[config.mk]
export PLATFORM = sky130hd
export DESIGN_NAME = bellman_relax
export DESIGN_NICKNAME = d
export VERILOG_FILES = /design/src/rtl/bellman_relax.sv
export SDC_FILE = /design/constraint.sdc
export NUM_CORES = 2
export LEC_CHECK = 0
export BUFFER_PORTS_ARGS = -buffer_cell sky130_fd_sc_hd__buf_2
export CAP_MARGIN = 15
export CORE_AREA = 5 5 452 454
export DETAILED_ROUTE_END_ITERATION = 7
export DIE_AREA = 0 0 457 459
export GPL_ROUTABILITY_DRIVEN = 0
export GPL_TIMING_DRIVEN = 0
export PLACE_DENSITY = 0.39
export SETUP_SLACK_MARGIN = 0.5
export SLEW_MARGIN = 20
export SYNTH_ARGS = -nofsm -noshare
export SYNTH_HDL_FRONTEND = slang
export SYNTH_SLANG_ARGS = --single-unit
[constraint.sdc]
create_clock -name clk -period 5 [get_ports clk]
set_clock_uncertainty 0.05 [all_clocks]
set_input_delay 0 -clock clk [delete_from_list [all_inputs] [get_ports clk]]
set_output_delay 0 -clock clk [all_outputs]
set_load 0.01 [all_outputs]
[src/rtl/bellman_relax.sv]
`default_nettype none
// bellman_relax: Bellman-Ford relaxation of a NODES x NODES adjacency matrix from a source vertex. Rev 1.0
// Optional build macro BELLMAN_EARLY_EXIT_EN: stop after the first round that makes no update.
module bellman_relax #(
   parameter int NODES        = 8,
   parameter int WEIGHT_WIDTH = 16,
   parameter int PRED_WIDTH   = 3
) (
   input  logic                                          clk,
   input  logic                                          relax_reset_n,
   input  logic                                          start,
   input  logic [PRED_WIDTH-1:0]                         src,
   input  logic [NODES-1:0][NODES-1:0][WEIGHT_WIDTH-1:0] adjmat,
   output logic [NODES-1:0][PRED_WIDTH+WEIGHT_WIDTH-1:0] vertmat,
   output logic                                          busy,
   output logic                                          done
);

   localparam int RW           = (NODES > 2) ? $clog2(NODES - 1) : 1;
   localparam int LAST_ROUND_I = (NODES > 1) ? NODES - 2 : 0;

   localparam logic [RW-1:0]         LAST_ROUND = RW'(LAST_ROUND_I);
   localparam logic [PRED_WIDTH-1:0] LAST_IDX   = PRED_WIDTH'(NODES - 1);

   localparam logic signed [WEIGHT_WIDTH-1:0] INF     = {1'b0, {(WEIGHT_WIDTH-1){1'b1}}};
   localparam logic signed [WEIGHT_WIDTH-1:0] MIN     = {1'b1, {(WEIGHT_WIDTH-1){1'b0}}};
   localparam logic signed [WEIGHT_WIDTH:0]   INF_EXT = {2'b00, {(WEIGHT_WIDTH-1){1'b1}}};
   localparam logic signed [WEIGHT_WIDTH:0]   MIN_EXT = {2'b11, {(WEIGHT_WIDTH-1){1'b0}}};

   localparam logic [2:0] S_IDLE  = 3'd0;
   localparam logic [2:0] S_INIT  = 3'd1;
   localparam logic [2:0] S_READ  = 3'd2;
   localparam logic [2:0] S_RELAX = 3'd3;
   localparam logic [2:0] S_DONE  = 3'd4;

   logic [2:0]                     state_q, state_d;
   logic [PRED_WIDTH-1:0]          src_q, src_d;
   logic [PRED_WIDTH-1:0]          i_q, i_d;
   logic [PRED_WIDTH-1:0]          j_q, j_d;
   logic [RW-1:0]                  round_q, round_d;
   logic signed [WEIGHT_WIDTH-1:0] e_q, e_d;
   logic signed [WEIGHT_WIDTH-1:0] sw_q, sw_d;
   logic signed [WEIGHT_WIDTH-1:0] dw_q, dw_d;
   logic signed [WEIGHT_WIDTH-1:0] weight_q [NODES];
   logic signed [WEIGHT_WIDTH-1:0] weight_d [NODES];
   logic [PRED_WIDTH-1:0]          pred_q [NODES];
   logic [PRED_WIDTH-1:0]          pred_d [NODES];

   logic signed [WEIGHT_WIDTH:0]   w_sum;
   logic signed [WEIGHT_WIDTH:0]   w_dw_ext;
   logic signed [WEIGHT_WIDTH-1:0] w_sat;
   logic                           w_update;
   logic                           w_row_end;
   logic                           w_last_edge;
   logic                           w_finish;

`ifdef BELLMAN_EARLY_EXIT_EN
   logic changed_q, changed_d;
`endif

   // Sum kept one bit wider so overflow is visible before clamping back to WEIGHT_WIDTH.
   always_comb begin
      w_sum       = {e_q[WEIGHT_WIDTH-1], e_q} + {sw_q[WEIGHT_WIDTH-1], sw_q};
      w_dw_ext    = {dw_q[WEIGHT_WIDTH-1], dw_q};
      w_update    = (state_q == S_RELAX) && (e_q != '0) && (i_q != j_q) &&
                    (sw_q != INF) && (w_sum < w_dw_ext);
      w_row_end   = (j_q == LAST_IDX);
      w_last_edge = w_row_end && (i_q == LAST_IDX);
      if (w_sum > INF_EXT) begin
         w_sat = INF;
      end else if (w_sum < MIN_EXT) begin
         w_sat = MIN;
      end else begin
         w_sat = w_sum[WEIGHT_WIDTH-1:0];
      end
`ifdef BELLMAN_EARLY_EXIT_EN
      w_finish = w_last_edge && ((round_q == LAST_ROUND) || !(changed_q || w_update));
`else
      w_finish = w_last_edge && (round_q == LAST_ROUND);
`endif
   end

   always_ff @(posedge clk) begin
      if (!relax_reset_n) begin
         state_q <= S_IDLE;
         src_q   <= '0;
         i_q     <= '0;
         j_q     <= '0;
         round_q <= '0;
         e_q     <= '0;
         sw_q    <= '0;
         dw_q    <= '0;
         for (int k = 0; k < NODES; k++) begin
            weight_q[k] <= INF;
            pred_q[k]   <= PRED_WIDTH'(k);
         end
`ifdef BELLMAN_EARLY_EXIT_EN
         changed_q <= 1'b0;
`endif
      end else begin
         state_q  <= state_d;
         src_q    <= src_d;
         i_q      <= i_d;
         j_q      <= j_d;
         round_q  <= round_d;
         e_q      <= e_d;
         sw_q     <= sw_d;
         dw_q     <= dw_d;
         weight_q <= weight_d;
         pred_q   <= pred_d;
`ifdef BELLMAN_EARLY_EXIT_EN
         changed_q <= changed_d;
`endif
      end
   end

   always_comb begin
      state_d = state_q;
      case (state_q)
         S_IDLE, S_DONE: if (start) state_d = S_INIT;
         S_INIT:         state_d = (NODES == 1) ? S_DONE : S_READ;
         S_READ:         state_d = S_RELAX;
         S_RELAX:        state_d = w_finish ? S_DONE : S_READ;
         default:        state_d = S_IDLE;
      endcase
   end

   always_comb begin
      busy = (state_q == S_INIT) || (state_q == S_READ) || (state_q == S_RELAX);
      done = (state_q == S_DONE);
   end

   // Index muxes are written as compare loops so NODES need not be a power of two.
   always_comb begin
      src_d    = src_q;
      i_d      = i_q;
      j_d      = j_q;
      round_d  = round_q;
      e_d      = e_q;
      sw_d     = sw_q;
      dw_d     = dw_q;
      weight_d = weight_q;
      pred_d   = pred_q;
`ifdef BELLMAN_EARLY_EXIT_EN
      changed_d = changed_q;
`endif
      case (state_q)
         S_IDLE, S_DONE: begin
            if (start) src_d = src;
         end
         S_INIT: begin
            for (int k = 0; k < NODES; k++) begin
               weight_d[k] = (PRED_WIDTH'(k) == src_q) ? '0 : INF;
               pred_d[k]   = PRED_WIDTH'(k);
            end
            i_d     = '0;
            j_d     = '0;
            round_d = '0;
`ifdef BELLMAN_EARLY_EXIT_EN
            changed_d = 1'b0;
`endif
         end
         S_READ: begin
            for (int a = 0; a < NODES; a++) begin
               if (PRED_WIDTH'(a) == i_q) begin
                  sw_d = weight_q[a];
                  for (int b = 0; b < NODES; b++) begin
                     if (PRED_WIDTH'(b) == j_q) e_d = adjmat[a][b];
                  end
               end
            end
            for (int b = 0; b < NODES; b++) begin
               if (PRED_WIDTH'(b) == j_q) dw_d = weight_q[b];
            end
         end
         S_RELAX: begin
            for (int k = 0; k < NODES; k++) begin
               if (w_update && (PRED_WIDTH'(k) == j_q)) begin
                  weight_d[k] = w_sat;
                  pred_d[k]   = i_q;
               end
            end
`ifdef BELLMAN_EARLY_EXIT_EN
            changed_d = w_last_edge ? 1'b0 : (changed_q || w_update);
`endif
            if (w_row_end) begin
               j_d = '0;
               if (i_q == LAST_IDX) begin
                  i_d     = '0;
                  round_d = round_q + RW'(1);
               end else begin
                  i_d = i_q + PRED_WIDTH'(1);
               end
            end else begin
               j_d = j_q + PRED_WIDTH'(1);
            end
         end
         default: begin
         end
      endcase
   end

   generate
      for (genvar g = 0; g < NODES; g++) begin : g_vert
         assign vertmat[g] = {pred_q[g], weight_q[g]};
      end
   endgenerate

endmodule
`default_nettype wire

==> impl_metrics.ini <==
[outcome]
status = completed

[drt]
dr.pass1.iters = 6
drc = 0
routed_wl_mm = 327
drt-vias-per-instance = 5.36
avgRoutedWirePerCell_um = 42.2
num_vias = 41548
ant_nets = 0
first_iter_violations = 5986

[yosys]
synth_top_family_by_area = compound AO/OA/AOI/OAI gates
muxShareOfSynthArea_pct = 1.25
ys_ff_latch = 215
syn_area_um2 = 24500
synth-edff-count = 0
synthTopCellsByArea = dfxtp_1 (18%), a21oi_1 (12%), nand2_1 (6.4%)
ys_warn_count = 0
synth_fa_ha_area_share_pct = 2.44
synth.top_cell.area_share_pct = 17.6
synth.net_count = 4719
synthFlopType = dfxtp_1
syn_avg_cell_area_um2 = 6.71
ys_seq_area_share_pct = 17.6
ys_types = 92
synth_top_area_cell = dfxtp_1
synthSimpleGateAreaFrac_pct = 20.7
synth-xor-area-share_pct = 0.573
synth_compound_area_share_pct = 49.6
synthCells = 3642
synthArstFlopShare_pct = 0

[critical_path]
worst-path-stages = 17
start_kind = register
critPathKind = reg -> reg
required_ns = 5.45
cpPeakStageDelay_ns = 0.63
r2r_slack_ns = 0.41
reg2reg_from = j_q[0]
critPathArrivalTime_ns = 5.04
end_kind = register
cp_cell_sequence = inv_1 > ha_1 > buf_4 > inv_1 > clkbuf_1 > clkdlybuf4s15_2 > o21ai_0 > nand2_1 > o211ai_1 > buf_4 > a21oi_1 > o211a_4 > a211oi_4 > buf_12 > o21bai_1 > a21oi_1 > o21ai_1
cp_num_buf_inv = 7
cp_max_fo = 10
cp_slowest_cell = clkdlybuf4s15_2
crit_family = buffers and inverters
rr_worst_depth = 17
r2r_end = e_q[15]

[sta]
setup_tns_ns = 0
rsz0062_at_grt = yes
hold_viol_final = 0
max_freq_ghz = 0.218
setup-violations-final = 0
hold_slack_ns = 0.0150
drv_slew = 0
min_period_ns = 4.59
worstMarginPinSlew_ns = 1.24
slew_headroom_pct = 17.1
finalCritPeriodShare_pct = 91.9

[layout]
most-common-layout-cells = buf_2 (1261), a21oi_1 (527), nand2_1 (397)
syn_to_final_growth_pct = 58.9
drive_gt1_share_pct = 36.8
nNetsFinal = 6068
final_common_cell = buf_2
final_area_um2 = 38900
fin_cells = 7745

[global_route]
grt_pass1_wl_mm = 408
antenna_found_initial = 179
grt-ovfl-total = 0
grt_pass1_vias = 39110
grt_max_degree = 15
grt.total_usage_pct = 29.1

[hold_path]
whs_endpoint = e_q[1]
hp-start = adjmat[705]
hold_path_class = in -> reg
hold_depth = 6

[clock_network]
cts_htree_levels = 1
numCtsBuffers = 26
path_clk_slew_ns = 0.07
root_buffer = clkbuf_16
clock_latency_ns = 0.60
clock-sinks = 215
clock_path_buffers = 3
cts_tree = done

[floorplanning]
io_pins = 1184
die_area_um2 = 210000
row_count = 164
die_w_um = 457
core_um2 = 199000
die_h_um = 459
start_util_pct = 12.3

[placement]
place_inst = 7495
place_hpwl_mm = 282
numPortBuffers = 1183
placed_area_um2 = 34000

[flow_run]
maxCapViolCount = 0

[power_and_ir_drop]
leakagePower_nw = 15.3
power.density_nw_per_um2 = 158
ir_drop_mv = 0.234
-- stage by stage --
stage,setup slack [ns],total power [W],utilization [%]
after floorplan,0.868,0.00262,-
after global placement,-2.47,0.00381,16.9
after detailed placement,-2.45,0.00382,17.1
after CTS,0.499,0.00607,19.1
after global routing,0.426,0.00631,19.4
final,0.407,0.00615,19.5
-- flip-flops by register name, indices dropped and copies added, names as in the netlist --
name     count
dw_q        16
e_q         16
i_q          3
j_q          3
round_q      3
src_q        3
state_q      3
sw_q        16
vertmat    152
-- how the worst max path moves through the flow --
stage,from,endpoint,slack (ns)
after floorplan,e_q[0],vertmat[3],0.87
after global placement,j_q[2],e_q[2],-2.47
after detailed placement,j_q[2],e_q[2],-2.45
after CTS,j_q[2],e_q[2],0.50
after global routing,e_q[0],vertmat[75],0.43
final,j_q[0],e_q[15],0.41
-- tightest hold or removal path, cell delays in order --
cell and delay (ns):
buf_2 0.11, nand2_1 0.05, nand3_1 0.16, o21bai_1 0.13, a21oi_1 0.06, o21ai_1 0.11
-- synthesized netlist by cell type (all sizes together), types with 31 or more instances --
cell type  number
buf           167
a221oi         62
a211oi         62
o211ai         94
nor2b          55
a311oi         47
o22ai         125
nor2          260
o211a          35
dfxtp         215
nand3          59
a21o           32
o31ai          35
a21oi         572
or3            37
nand2b         39
o21ai         314
and3           50
inv            58
nand2         421
clkbuf        217
o221ai        148
a31oi          31
o2111ai        33
ha             46
nor3           50
-- cell families (layout without fill, tap and decap cells) --
kind of cell / after synthesis / in the layout
flip-flops: 215 / 215
multiplexers: 30 / 30
AO/OA/AOI/OAI: 1817 / 1817
buffers and inverters: 443 / 1811
AND/OR/NAND/NOR: 1074 / 1074
adder cells (fa/ha/maj): 47 / 47
other: 0 / 79
XOR/XNOR: 16 / 16
-- per-layer routing --
layer / vias up / track usage [%] / share of wire [%]
li1: 16880 / - / -
met1: 20439 / 35.7 / 39
met2: 3444 / 48.9 / 47
met3: 729 / 6.43 / 9.0
met4: 56 / 12.4 / 5.3
met5: - / 0 / 0.11
-- area by class of cell --
cell class / instances / area [um2]
Antenna cell: 79 / 198
Buffer: 384 / 2190
Clock buffer: 31 / 669
Clock inverter: 16 / 205
Fill cell: 22901 / 160000
Inverter: 59 / 225
Multi-Input combinational cell: 2984 / 20200
Sequential cell: 215 / 4340
Tap cell: 2656 / 3320
Timing Repair Buffer: 1321 / 7550
-- power breakdown --
part / leakage, nW / total, W / internal, W / switching, W
Combinational: 13.1 / 0.00219 / 0.000867 / 0.00133
Sequential: 1.76 / 0.00192 / 0.00178 / 0.000142
Clock: 0.414 / 0.00203 / 0.00113 / 0.000906
Total: 15.3 / 0.00615 / 0.00377 / 0.00238
-- repair_timing --
item,4_1_cts,5_1_grt
setup endpoints to repair,207,158
setup buffers,48,17
pin swaps,47,20
hold buffers,59,0
endpoints found under the hold margin,30,0
gates resized for setup,465,141
Power figures use the tool's default switching activity.
